==> config.mk <==
export PLATFORM = sky130hd
export DESIGN_NAME = bin_to_bcd_serial
export DESIGN_NICKNAME = d
export VERILOG_FILES = /design/src/rtl/bin_to_bcd_serial.sv
export SDC_FILE = /design/constraint.sdc
export NUM_CORES = 1
export LEC_CHECK = 0
export BUFFER_PORTS_ARGS = -buffer_cell sky130_fd_sc_hd__clkbuf_2
export CAP_MARGIN = 20
export CORE_MARGIN = 3
export CORE_UTILIZATION = 51
export DETAILED_ROUTE_END_ITERATION = 16
export GPL_ROUTABILITY_DRIVEN = 0
export PLACE_DENSITY = 0.83
export RECOVER_POWER = 25
export SYNTH_ARGS = -nofsm -noshare
export SYNTH_HDL_FRONTEND = slang
export SYNTH_SLANG_ARGS = --single-unit
==> constraint.sdc <==
create_clock -name clk -period 3.1 [get_ports clk]
set_clock_uncertainty 0.05 [all_clocks]
set_input_delay 0.155 -clock clk [delete_from_list [all_inputs] [get_ports clk]]
set_output_delay 0.155 -clock clk [all_outputs]
set_load 0.01 [all_outputs]
==> src/rtl/bin_to_bcd_serial.sv <==
// Serial binary-to-BCD converter (shift-add-3), one input bit per clock.
// Accepts a word on start, returns packed BCD digits plus an overflow flag.
module bin_to_bcd_serial #(
  parameter int unsigned IN_W   = 8,
  parameter int unsigned DIGITS = 3
) (
  input  logic                  clk,
  input  logic                  rst_n,
  input  logic                  start,
  input  logic [IN_W-1:0]       bin_in,
  output logic                  busy,
  output logic                  done,
  output logic [4*DIGITS-1:0]   bcd_out,
  output logic                  overflow
);

  localparam int unsigned BCD_W = 4 * DIGITS;
  localparam int unsigned CNT_W = $clog2(IN_W + 1);

  typedef enum logic {
    S_IDLE  = 1'b0,
    S_SHIFT = 1'b1
  } state_e;

  state_e             state_q;
  logic [IN_W-1:0]    shift_q, shift_d;
  logic [BCD_W-1:0]   scratch_q, scratch_d;
  logic [BCD_W-1:0]   adj_c;
  logic               ovf_q, ovf_d;
  logic [CNT_W-1:0]   cnt_q, cnt_d;
  logic               busy_q;
  logic               done_q;
  logic [BCD_W-1:0]   bcd_q;
  logic               overflow_q;

  // One shift-add-3 step: correct digits >= 5, then shift the whole chain left.
  always_comb begin
    adj_c = scratch_q;
    for (int unsigned i = 0; i < DIGITS; i++) begin
      if (scratch_q[4*i +: 4] >= 4'd5) begin
        adj_c[4*i +: 4] = scratch_q[4*i +: 4] + 4'd3;
      end
    end
    scratch_d = {adj_c[BCD_W-2:0], shift_q[IN_W-1]};
    shift_d   = shift_q << 1;
    ovf_d     = ovf_q | adj_c[BCD_W-1];
    cnt_d     = cnt_q - CNT_W'(1);
  end

  always_ff @(posedge clk or negedge rst_n) begin
    if (!rst_n) begin
      state_q    <= S_IDLE;
      shift_q    <= '0;
      scratch_q  <= '0;
      ovf_q      <= 1'b0;
      cnt_q      <= '0;
      busy_q     <= 1'b0;
      done_q     <= 1'b0;
      bcd_q      <= '0;
      overflow_q <= 1'b0;
    end else begin
      done_q <= 1'b0;
      case (state_q)
        S_IDLE: begin
          if (start) begin
            shift_q   <= bin_in;
            scratch_q <= '0;
            ovf_q     <= 1'b0;
            cnt_q     <= CNT_W'(IN_W);
            busy_q    <= 1'b1;
            state_q   <= S_SHIFT;
          end
        end
        S_SHIFT: begin
          shift_q   <= shift_d;
          scratch_q <= scratch_d;
          ovf_q     <= ovf_d;
          cnt_q     <= cnt_d;
          // Last input bit consumed on this edge: publish the result.
          if (cnt_q == CNT_W'(1)) begin
            bcd_q      <= scratch_d;
            overflow_q <= ovf_d;
            done_q     <= 1'b1;
            busy_q     <= 1'b0;
            state_q    <= S_IDLE;
          end
        end
        default: state_q <= S_IDLE;
      endcase
    end
  end

  assign busy     = busy_q;
  assign done     = done_q;
  assign bcd_out  = bcd_q;
  assign overflow = overflow_q;

endmodule

==> flow_summary.yaml <==
status:
  status: "finished clean"
placement:
  dp_slack_ps: 1410
  port_buffers: 25
  dp_hpwl_mm: 2.38
yosys:
  synth.net_count: 202
  yosysMostFrequentCell: "dfrtp_1"
  synth_common_cells: "41 x dfrtp_1, 27 x nand2_1, 19 x o21ai_0"
  synth_edf_count: 0
  synth_cells: 183
  ys_types: 30
  yosysTopAreaCell: "dfrtp_1"
  synth_seq_area_share: 0.518
  synth_area_leaders: "dfrtp_1 52%, mux2i_1 8.6%, nand2_1 5.1%"
  ys_ff_latch: 41
  syn_area_mm2: 0.00198
  synth_ff_type: "dfrtp_1"
  synthArstFlopShare: 1.00
  synthDominantCellAreaShare: 0.518
  avgSynthCellArea_um2: 10.8
  yosysWarningCount: 0
sta:
  period_share: 0.557
  worst_slew_pin_slew_ps: 657
  slew-limit-headroom: 0.562
  finalHoldViolCount: 0
  period_needed_ps: 1730
  whs_ps: 67.5
  setup_viol_count_final: 0
  max_freq_mhz: 580
  tns_ps: 0
  grt_setup_unrepaired: "no"
  worst_slack_ps: 1370
  slew_violations: 0
detailed_routing:
  dr.pass1.iters: 4
  finalWirelength_mm: 3.42
  drt_iter0_drc: 87
  wl_per_cell_um: 13.2
  antenna_left: 0
  drc: 0
  vias: 1312
  vias_per_cell: 5.09
setup_path:
  reg2reg_depth: 6
  worstSetupStartpoint: "scratch_q[0]"
  rr_endpoint: "bcd_out[2]"
  worst-path-buf-inv: 1
  crit_path_start_kind: "register"
  path_cells: "inv_1 -> ha_1 -> nand2b_1 -> a21oi_1 -> mux2_2 -> o21ai_0"
  crit_fanout: 3
  crit_path_end_kind: "register"
  crit_slowest_cell: "dfrtp_1"
  critPathArrivalTime_ps: 1880
  cpPeakStageDelay_ps: 400
  crit_family: "flip-flops"
  crit_required_ps: 3260
  rrSetupSlack_ps: 1370
  critPathKind: "reg -> reg"
  r2r-start: "scratch_q[0]"
power:
  ir_worst_vdd_mv: 0.408
  power_density_mw_per_mm2: 1040
  leakage_uw: 0.00113
global_routing:
  busiest_layer: "met2"
  grtUsageTotal: 0.173
  antenna_found_initial: 0
  met2_usage: 0.289
  met3_usage: 0.0476
  grt_pass1_vias: 1312
  grt_pass1_wl_mm: 5.95
  grt_max_degree: 43
  met1_usage: 0.216
  grt_overflow_total: 0
min_path:
  min_to: "shift_q[0]"
  hold_depth: 3
  hold_start: "bin_in[0]"
  hold_path_class: "in -> reg"
clocking:
  htreeDepth: 2
  cts.sinks: 41
  cts-root-buf: "clkbuf_8"
  tritoncts: "built"
  clock_path_buffers: 2
  postCtsResizedCells: 0
  path_clk_slew_ps: 80
  numCtsBuffers: 5
  clk_latency_ps: 290
layout:
  n_antenna_cell: 0
  utilization: 0.608
  drive_gt1_frac: 0.214
  nets: 229
  syn_to_final_growth_pct: 14.0
die:
  die_w_um: 68.3
  die_h_um: 68.3
  dieArea_mm2: 0.00467
  ioPinCount: 26
  fp.coreArea_mm2: 0.00372
  fp-row-count: 22
  start_util: 0.533
run:
  cap_violations: 0
## layout by cell type (no fill, tap or decap), types with 3 or more instances in the layout
cell type / netlist / final
clkbuf_8: 0 / 5
nor3b_1: 6 / 6
dfrtp_1: 41 / 41
xnor2_1: 4 / 4
nand2b_1: 5 / 5
nor2_1: 3 / 3
o21ai_0: 19 / 19
nand2_1: 27 / 27
nor3_1: 5 / 5
mux2_4: 4 / 4
inv_1: 8 / 8
clkbuf_2: 0 / 24
a21oi_1: 8 / 8
mux2i_1: 17 / 17
ha_1: 8 / 8
a21o_1: 3 / 3
## state kept, by name, indices dropped and copies added (netlist names)
signal,count
ovf_q,1
shift_q,8
overflow,1
cnt_q,4
bcd_out,12
busy,1
done,1
state_q,1
scratch_q,12
## metrics by stage
stage,cell area [um2],total power (uW),cells
final,2260,2350,258
after global routing,2260,2570,258
after CTS,2230,2380,256
after detailed placement,2130,1970,249
after global placement,2130,1910,249
after floorplan,1980,1700,183
## area by class of cell
cell class,instances,area [um2]
repair buffers,29,169
well taps,48,60.1
clock inverters,2,35.0
inverters,10,42.5
flip-flops and latches,41,1030
fillers,310,1460
multi-input cells,123,857
clock buffers,5,68.8
## worst max path at each step
stage / endpoint / slack (ps) / cells past startpoint
2_1_floorplan: bcd_out[2] / 1560 / 6
3_3_place_gp: bcd_out[2] / 1520 / 6
3_5_place_dp: bcd_out[2] / 1410 / 6
4_1_cts: bcd_out[2] / 1390 / 6
5_1_grt: bcd_out[2] / 1300 / 6
6_report: bcd_out[2] / 1370 / 6
## power by group
group          switching [uW]  internal [uW]  leakage (uW)
Combinational             517            487      0.000561
Sequential                170            770      0.000512
Clock                     175            234     0.0000540
## worst register-to-register path: cells and delay by family, from the launching register on
family,cells,cell delay [ps]
multiplexers,1,380
AO/OA/AOI/OAI,2,400
buffers and inverters,1,120
flip-flops,1,400
AND/OR/NAND/NOR,1,80
adder cells (fa/ha/maj),1,210
## layer usage
layer	vias to the layer above	share of wire
li1	677	-
met1	610	0.48
met2	20	0.47
met3	5	0.038
met4	0	0.013
met5	-	0
## logic make-up (layout without fill, tap and decap cells)
kind of cell | after synthesis | count (layout) | synth area share
flops | 41 | 41 | 0.518
mux | 23 | 23 | 0.128
fa+ha+maj | 8 | 8 | 0.0505
buf+inv | 19 | 46 | 0.0493
compound gates | 38 | 38 | 0.112
xor+xnor | 5 | 5 | 0.0221
simple gates | 49 | 49 | 0.121
## timing repair
action                    in CTS  in global routing
hold buffers                   0                  1
hold endpoints to repair       0                 10
buffers inserted               0                  0
No activity file was read; power rests on OpenSTA's default activity.
